### src/rtl/icache_fb_pkg.sv
// Shared constants, pointer sizing and entry layout for the fetch-to-icache request buffer.
package icache_fb_pkg;

    localparam int unsigned FB_ADR_WIDTH    = 64;
    localparam int unsigned FB_RETURN_BYTES = 16;
    localparam int unsigned FB_DEPTH        = 4;
    localparam int unsigned FB_DATA_WIDTH   = FB_RETURN_BYTES * 8;

    // One extra bit over the index so full and empty are distinguishable.
    function automatic int unsigned ptr_width(input int unsigned depth);
        return $clog2(depth) + 1;
    endfunction

    typedef struct packed {
        logic [FB_ADR_WIDTH-1:0]  addr;
        logic [FB_DATA_WIDTH-1:0] data;
    } fb_entry_t;

endpackage

### src/rtl/icache_fb_store.sv
// Entry storage: address written at tail, data written at resp, read at issue and head.
module icache_fb_store import icache_fb_pkg::*; #(
    parameter int unsigned ADR_WIDTH  = FB_ADR_WIDTH,
    parameter int unsigned DATA_WIDTH = FB_DATA_WIDTH,
    parameter int unsigned DEPTH      = FB_DEPTH
) (
    input  logic                       clk,
    input  logic                       rst_n,
    input  logic                       addr_we,
    input  logic [$clog2(DEPTH)-1:0]   addr_idx,
    input  logic [ADR_WIDTH-1:0]       addr_wdata,
    input  logic                       data_we,
    input  logic [$clog2(DEPTH)-1:0]   data_idx,
    input  logic [DATA_WIDTH-1:0]      data_wdata,
    input  logic [$clog2(DEPTH)-1:0]   issue_idx,
    input  logic [$clog2(DEPTH)-1:0]   head_idx,
    output logic [ADR_WIDTH-1:0]       issue_addr,
    output logic [ADR_WIDTH-1:0]       head_addr,
    output logic [DATA_WIDTH-1:0]      head_data
);

    logic [ADR_WIDTH-1:0]  addr_mem [DEPTH];
    logic [DATA_WIDTH-1:0] data_mem [DEPTH];

    always_ff @(posedge clk or negedge rst_n) begin
        if (!rst_n) begin
            for (int unsigned i = 0; i < DEPTH; i++) addr_mem[i] <= '0;
        end else if (addr_we) begin
            addr_mem[addr_idx] <= addr_wdata;
        end
    end

    always_ff @(posedge clk or negedge rst_n) begin
        if (!rst_n) begin
            for (int unsigned i = 0; i < DEPTH; i++) data_mem[i] <= '0;
        end else if (data_we) begin
            data_mem[data_idx] <= data_wdata;
        end
    end

    assign issue_addr = addr_mem[issue_idx];
    assign head_addr  = addr_mem[head_idx];
    assign head_data  = data_mem[head_idx];

endmodule

### src/rtl/icache_fetch_buffer.sv
// Circular request/response buffer between fetch and the icache with miss replay and flush.
module icache_fetch_buffer import icache_fb_pkg::*; #(
    parameter int unsigned ADR_WIDTH    = FB_ADR_WIDTH,
    parameter int unsigned RETURN_BYTES = FB_RETURN_BYTES,
    parameter int unsigned DEPTH        = FB_DEPTH
) (
    input  logic                        clk,
    input  logic                        rst_n,
    input  logic                        flush,
    input  logic                        f_req_valid,
    input  logic [ADR_WIDTH-1:0]        f_req_addr,
    output logic                        f_req_ready,
    output logic                        c_req_valid,
    output logic [ADR_WIDTH-1:0]        c_req_addr,
    input  logic                        c_req_ready,
    input  logic                        c_resp_valid,
    input  logic [RETURN_BYTES*8-1:0]   c_resp_data,
    input  logic                        c_resp_miss,
    output logic                        p_valid,
    output logic [ADR_WIDTH-1:0]        p_addr,
    output logic [RETURN_BYTES*8-1:0]   p_data,
    input  logic                        p_ready,
    output logic                        miss_pulse
);

    localparam int unsigned DATA_WIDTH = RETURN_BYTES * 8;
    localparam int unsigned PW         = ptr_width(DEPTH);
    localparam int unsigned IW         = PW - 1;

    typedef logic [PW-1:0] ptr_t;

    ptr_t head_q, resp_q, issue_q, tail_q, drop_q;
    ptr_t head_d, resp_d, issue_d, tail_d, drop_d;
    logic miss_pulse_q, miss_pulse_d;

    logic                  full, accept, c_hs, p_hs;
    logic                  resp_live, resp_ok, resp_miss;
    logic [ADR_WIDTH-1:0]  issue_addr, head_addr;
    logic [DATA_WIDTH-1:0] head_data;

    assign full        = (tail_q - head_q) == ptr_t'(DEPTH);
    assign f_req_ready = !full && !flush;
    assign c_req_valid = (issue_q != tail_q) && !flush;
    assign p_valid     = head_q != resp_q;

    assign accept    = f_req_valid && f_req_ready;
    assign c_hs      = c_req_valid && c_req_ready;
    assign p_hs      = p_valid && p_ready;
    assign resp_live = c_resp_valid && (drop_q == '0);
    assign resp_ok   = resp_live && !c_resp_miss;
    assign resp_miss = resp_live && c_resp_miss;

    // Pointer and drop-count update; miss overrides issue, flush overrides everything.
    always_comb begin
        head_d       = head_q;
        resp_d       = resp_q;
        issue_d      = issue_q;
        tail_d       = tail_q;
        drop_d       = drop_q;
        miss_pulse_d = 1'b0;

        if (accept)                         tail_d  = tail_q + ptr_t'(1);
        if (c_hs)                           issue_d = issue_q + ptr_t'(1);
        if (p_hs)                           head_d  = head_q + ptr_t'(1);
        if (c_resp_valid && drop_q != '0)   drop_d  = drop_q - ptr_t'(1);
        if (resp_ok)                        resp_d  = resp_q + ptr_t'(1);

        if (resp_miss) begin
            issue_d      = resp_q;
            drop_d       = issue_q - resp_q - ptr_t'(1) + ptr_t'(c_hs);
            miss_pulse_d = 1'b1;
        end

        // Everything the cache still owes us, pending drops included, becomes a drop.
        if (flush) begin
            head_d       = '0;
            resp_d       = '0;
            issue_d      = '0;
            tail_d       = '0;
            drop_d       = drop_q + issue_q - resp_q + ptr_t'(c_hs) - ptr_t'(c_resp_valid);
            miss_pulse_d = 1'b0;
        end
    end

    always_ff @(posedge clk or negedge rst_n) begin
        if (!rst_n) begin
            head_q       <= '0;
            resp_q       <= '0;
            issue_q      <= '0;
            tail_q       <= '0;
            drop_q       <= '0;
            miss_pulse_q <= 1'b0;
        end else begin
            head_q       <= head_d;
            resp_q       <= resp_d;
            issue_q      <= issue_d;
            tail_q       <= tail_d;
            drop_q       <= drop_d;
            miss_pulse_q <= miss_pulse_d;
        end
    end

    icache_fb_store #(
        .ADR_WIDTH  (ADR_WIDTH),
        .DATA_WIDTH (DATA_WIDTH),
        .DEPTH      (DEPTH)
    ) u_store (
        .clk        (clk),
        .rst_n      (rst_n),
        .addr_we    (accept),
        .addr_idx   (tail_q[IW-1:0]),
        .addr_wdata (f_req_addr),
        .data_we    (resp_ok && !flush),
        .data_idx   (resp_q[IW-1:0]),
        .data_wdata (c_resp_data),
        .issue_idx  (issue_q[IW-1:0]),
        .head_idx   (head_q[IW-1:0]),
        .issue_addr (issue_addr),
        .head_addr  (head_addr),
        .head_data  (head_data)
    );

    assign c_req_addr = c_req_valid ? issue_addr : '0;
    assign p_addr     = p_valid ? head_addr : '0;
    assign p_data     = p_valid ? head_data : '0;
    assign miss_pulse = miss_pulse_q;

endmodule
### config.mk
export PLATFORM = sky130hd
export DESIGN_NAME = icache_fetch_buffer
export DESIGN_NICKNAME = d
export VERILOG_FILES = /design/src/rtl/icache_fb_pkg.sv /design/src/rtl/icache_fb_store.sv /design/src/rtl/icache_fetch_buffer.sv
export SDC_FILE = /design/constraint.sdc
export NUM_CORES = 1
export LEC_CHECK = 0
export CAP_MARGIN = 30
export CORE_MARGIN = 1.5
export CORE_UTILIZATION = 54
export CTS_BUF_LIST = sky130_fd_sc_hd__clkbuf_8
export DETAILED_ROUTE_END_ITERATION = 6
export MAX_ROUTING_LAYER = met4
export PLACE_DENSITY = 0.87
export SLEW_MARGIN = 25
export SYNTH_ARGS = -nofsm -noshare
export SYNTH_HDL_FRONTEND = slang
export SYNTH_SLANG_ARGS = --single-unit
### constraint.sdc
create_clock -name clk -period 5.2 [get_ports clk]
set_input_delay 0.78 -clock clk [delete_from_list [all_inputs] [get_ports clk]]
set_output_delay 0.78 -clock clk [all_outputs]
set_load 0.02 [all_outputs]
==> implementation parameters <==
Parameter                              Value

STA
  Final clock skew    0.0400 ns
  Post-route fraction of the period consumed by the critical path    0.856
  Slew at the pin closest to its max-slew limit    1.29 ns
  Max transition margin    0.140
  Count of endpoints failing hold in the final timing report    0
  Final number of setup-violating endpoints    0
  Peak clock frequency supported by timing    225 MHz
  Setup repair after global routing missed its margin    false
  Number of pins exceeding their max-slew limit in the final report    0
  Time the final worst path needs with I/O delays and setup    about 4.5 ns
  Total Negative Setup Slacks    0 ns

Power and ir drop
  Register share of total power    0.411
  Switching Power    0.00630 W
  Worst vdd ir    0.292 mV
  Comb pwr share    0.328
  Power density over the cells    445 nW/um2
  Standby leakage power    21.4 nW
  Switching power share of the total    0.306
  Clock network power share    0.262
  Total internal power    0.0143 W

Synthesis
  Share of flip-flops with an asynchronous set or reset    1.00
  Cell area after technology mapping    ~38000 um2
  Number of warnings reported in the yosys synthesis log    0
  Share of the synthesized area in the top cell type    0.516
  Mapped Nets    2590
  EDFF count, synth    0
  Commonest register cell after synthesis    sky130_fd_sc_hd__dfrtp_1
  Share of the yosys chip area belonging to registers    0.516
  Number of storage elements in the synthesis netlist    between 700 and 800
  Gate count of the mapped netlist    2369
  Dominant cell type by area after synthesis    sky130_fd_sc_hd__dfrtp_1
  Synth cell count leaders    sky130_fd_sc_hd__dfrtp_1 (784), sky130_fd_sc_hd__mux2_2 (659), sky130_fd_sc_hd__mux4_2 (256)
  Most repeated cell in the gate-level netlist after synthesis    sky130_fd_sc_hd__dfrtp_1
  Post-Syn Area per Cell    approximately 16 um2
  Count of cell types in the netlist    42
  Top post-synthesis cells by area    sky130_fd_sc_hd__dfrtp_1 (52%), sky130_fd_sc_hd__mux2_2 (20%), sky130_fd_sc_hd__mux4_2 (15%), sky130_fd_sc_hd__mux2_4 (4.3%), sky130_fd_sc_hd__and2_1 (3.2%)

Floorplanning
  Standard-cell rows    between 90 and 100
  Initial Util    0.544
  Vertical extent of the die    268 um
  Boundary Pins    460
  Die outline width    268 um
  Area enclosed by the die boundary    72000 um2
  Core area    between 60000 and 70000 um2

Clock network
  Latest clock arrival within the worst-skew pair    around 0.79 ns
  Clock slew at the register clock pins of the worst setup and hold paths    0.06 ns
  H-tree depth reported by CTS    4
  Max Buffers Root-to-Sink    3
  Clock Root Buffer    sky130_fd_sc_hd__clkbuf_8
  Number of cells upsized or downsized after cts    0
  Clock tree from TritonCTS    done
  Number of sinks handled by clock tree synthesis    784
  Number of buffers inserted during clock tree synthesis    133

GRT
  Number of antenna violations at the first check in global routing    18
  Remaining global-route overflow    0
  Number of global-route vias before repair    26000
  Maximum number of pins on one net before global-route repair    151
  Total routing resource utilization after global routing    0.269
  First-pass GRT wire length    144000 um

Route
  Post-route DRC violation count    0
  Sum of routed wire length over all layers    92700 um
  Total number of vias    23000
  Via density per instance    5.91
  Post-detailed-route wirelength per cell    about 24 um
  Iter 0 DRT Violations    1544
  Number of nets still failing antenna checks after routing    0
  Iteration count of the initial detailed-routing pass    7

Cells and area
  Share of post-route cells with drive strength above 1    0.434
  Fill cell instance count of the final layout    4628
  Final Non-Filler Cells    ~4000
  Design Area, Final    46300 um2
  Final net count    3052
  Area grow syn2layout    21.8%

Critical path
  Type of element launching the critical path    flop
  Worst-path maximum fanout    54
  Data arrival at the endpoint of the critical path    3.67 ns
  Critical path, cell by cell    xor2_1 -> or3_4 -> buf_12 -> and2_1 -> clkdlybuf4s50_1
  Start-to-end type of the worst setup path    reg2out
  Family of cells with the greatest summed delay on the critical path    buffers and inverters
  Critical path buffer and inverter count    2
  Critical path capture point type    output pin
  Slowest cell delay on critical path    0.73 ns
  Required time worst endpoint    4.42 ns
  Slowest stage cell, crit path    sky130_fd_sc_hd__dfrtp_4

Place
  Placed wire-length estimate    58700 um
  IO buf count    459
  Number of cells in the design after placement    3635
  Total placed instance area    43600 um2
  Final Wtd Congestion    0.833

Job
  Max-cap check violation count    0

Hold path
  Worst hold path type    reg2reg

Status
  Result of the run    complete, no violations
## routing by layer
layer | GRT usage | share of wire
met3 | 0.0865 | 0.080
met5 | - | 0
met4 | 0.114 | 0.031
met2 | 0.430 | 0.50
met1 | 0.313 | 0.39
## cell families after synthesis
logic type / count (synthesis) / share of synthesized area
multiplexers: 1029 / 0.391
XOR/XNOR: 19 / 0.00494
AO/OA/AOI/OAI: 28 / 0.00603
buffers and inverters: 194 / 0.0265
flip-flops: 784 / 0.516
AND/OR/NAND/NOR: 294 / 0.0469
adder cells (fa/ha/maj): 21 / 0.00790
## sequential cells by signal, indices dropped and copies added, names as in the netlist
register	count
u_store.addr_mem	256
resp_q	3
tail_q	3
issue_q	3
miss_pulse	1
head_q	3
drop_q	3
u_store.data_mem	512
## per-stage QoR
| stage | hold slack [ns] | util | power (W) | worst slack [ns] |
|---|---|---|---|---|
| CTS | 0.499 | 0.663 | 0.0208 | 0.648 |
| global route | 0.511 | 0.663 | 0.0216 | 0.505 |
| global placement | 0.481 | 0.624 | 0.0148 | 1.16 |
| detailed placement | 0.487 | 0.625 | 0.0153 | 1.09 |
| finish | 0.501 | 0.663 | 0.0206 | 0.750 |
| floorplan | 0.474 | - | 0.0129 | 1.85 |
## cell type report
type                    instances  area, um2  share of cell area
inverters                      15       56.3             0.00122
well taps                     940       1180              0.0254
repair buffers                506       5330               0.115
multi-input cells            1391      17400               0.377
flip-flops and latches        784      19600               0.424
clock buffers                 157       2160              0.0467
clock inverters                78        453             0.00978
diodes                         22       55.1             0.00119
## path summary, 6_finish.rpt
check                      slack (ns)  depth (start not counted)             startpoint                     to
max                              0.75                          5              head_q[0]             p_data[13]
min                              0.50                          1  u_store.data_mem[237]  u_store.data_mem[237]
max reg2reg                      1.57                          8              head_q[1]  u_store.addr_mem[239]
min reg2reg                      0.50                          1  u_store.data_mem[237]  u_store.data_mem[237]
max in group asynchronous        3.20                          3                  rst_n  u_store.data_mem[453]
min in group asynchronous        0.60                          2                  rst_n  u_store.addr_mem[210]
## placed cells by master, fill, tap and decap left out, drive strengths merged, types with 5 or more instances in the layout
cell           instances
nand2                 11
a21oi                  8
inv                   75
dfrtp                784
clkinv                16
xor2                   8
buf                   47
diode                 22
nor2                  16
mux4                 256
mux2                 769
xnor2                 10
ha                    16
and2                 194
clkbuf               157
clkdlybuf4s50        458
and3                  64
fa                     5
## power groups by stage
stage	logic, W	clock network (W)	registers, W
CTS	0.00680	0.00555	0.00843
global placement	0.00651	0	0.00833
global route	0.00719	0.00580	0.00863
detailed placement	0.00677	0	0.00853
finish	0.00675	0.00540	0.00846
floorplan	0.00474	0	0.00812
## repair_timing
| item | CTS | global route |
|---|---|---|
| setup buffers | 0 | 0 |
| hold endpoints to repair | 11 | 0 |
| hold buffers | 1 | 0 |
| setup endpoints to repair | 0 | 0 |
No activity file was read; power rests on OpenSTA's default activity.
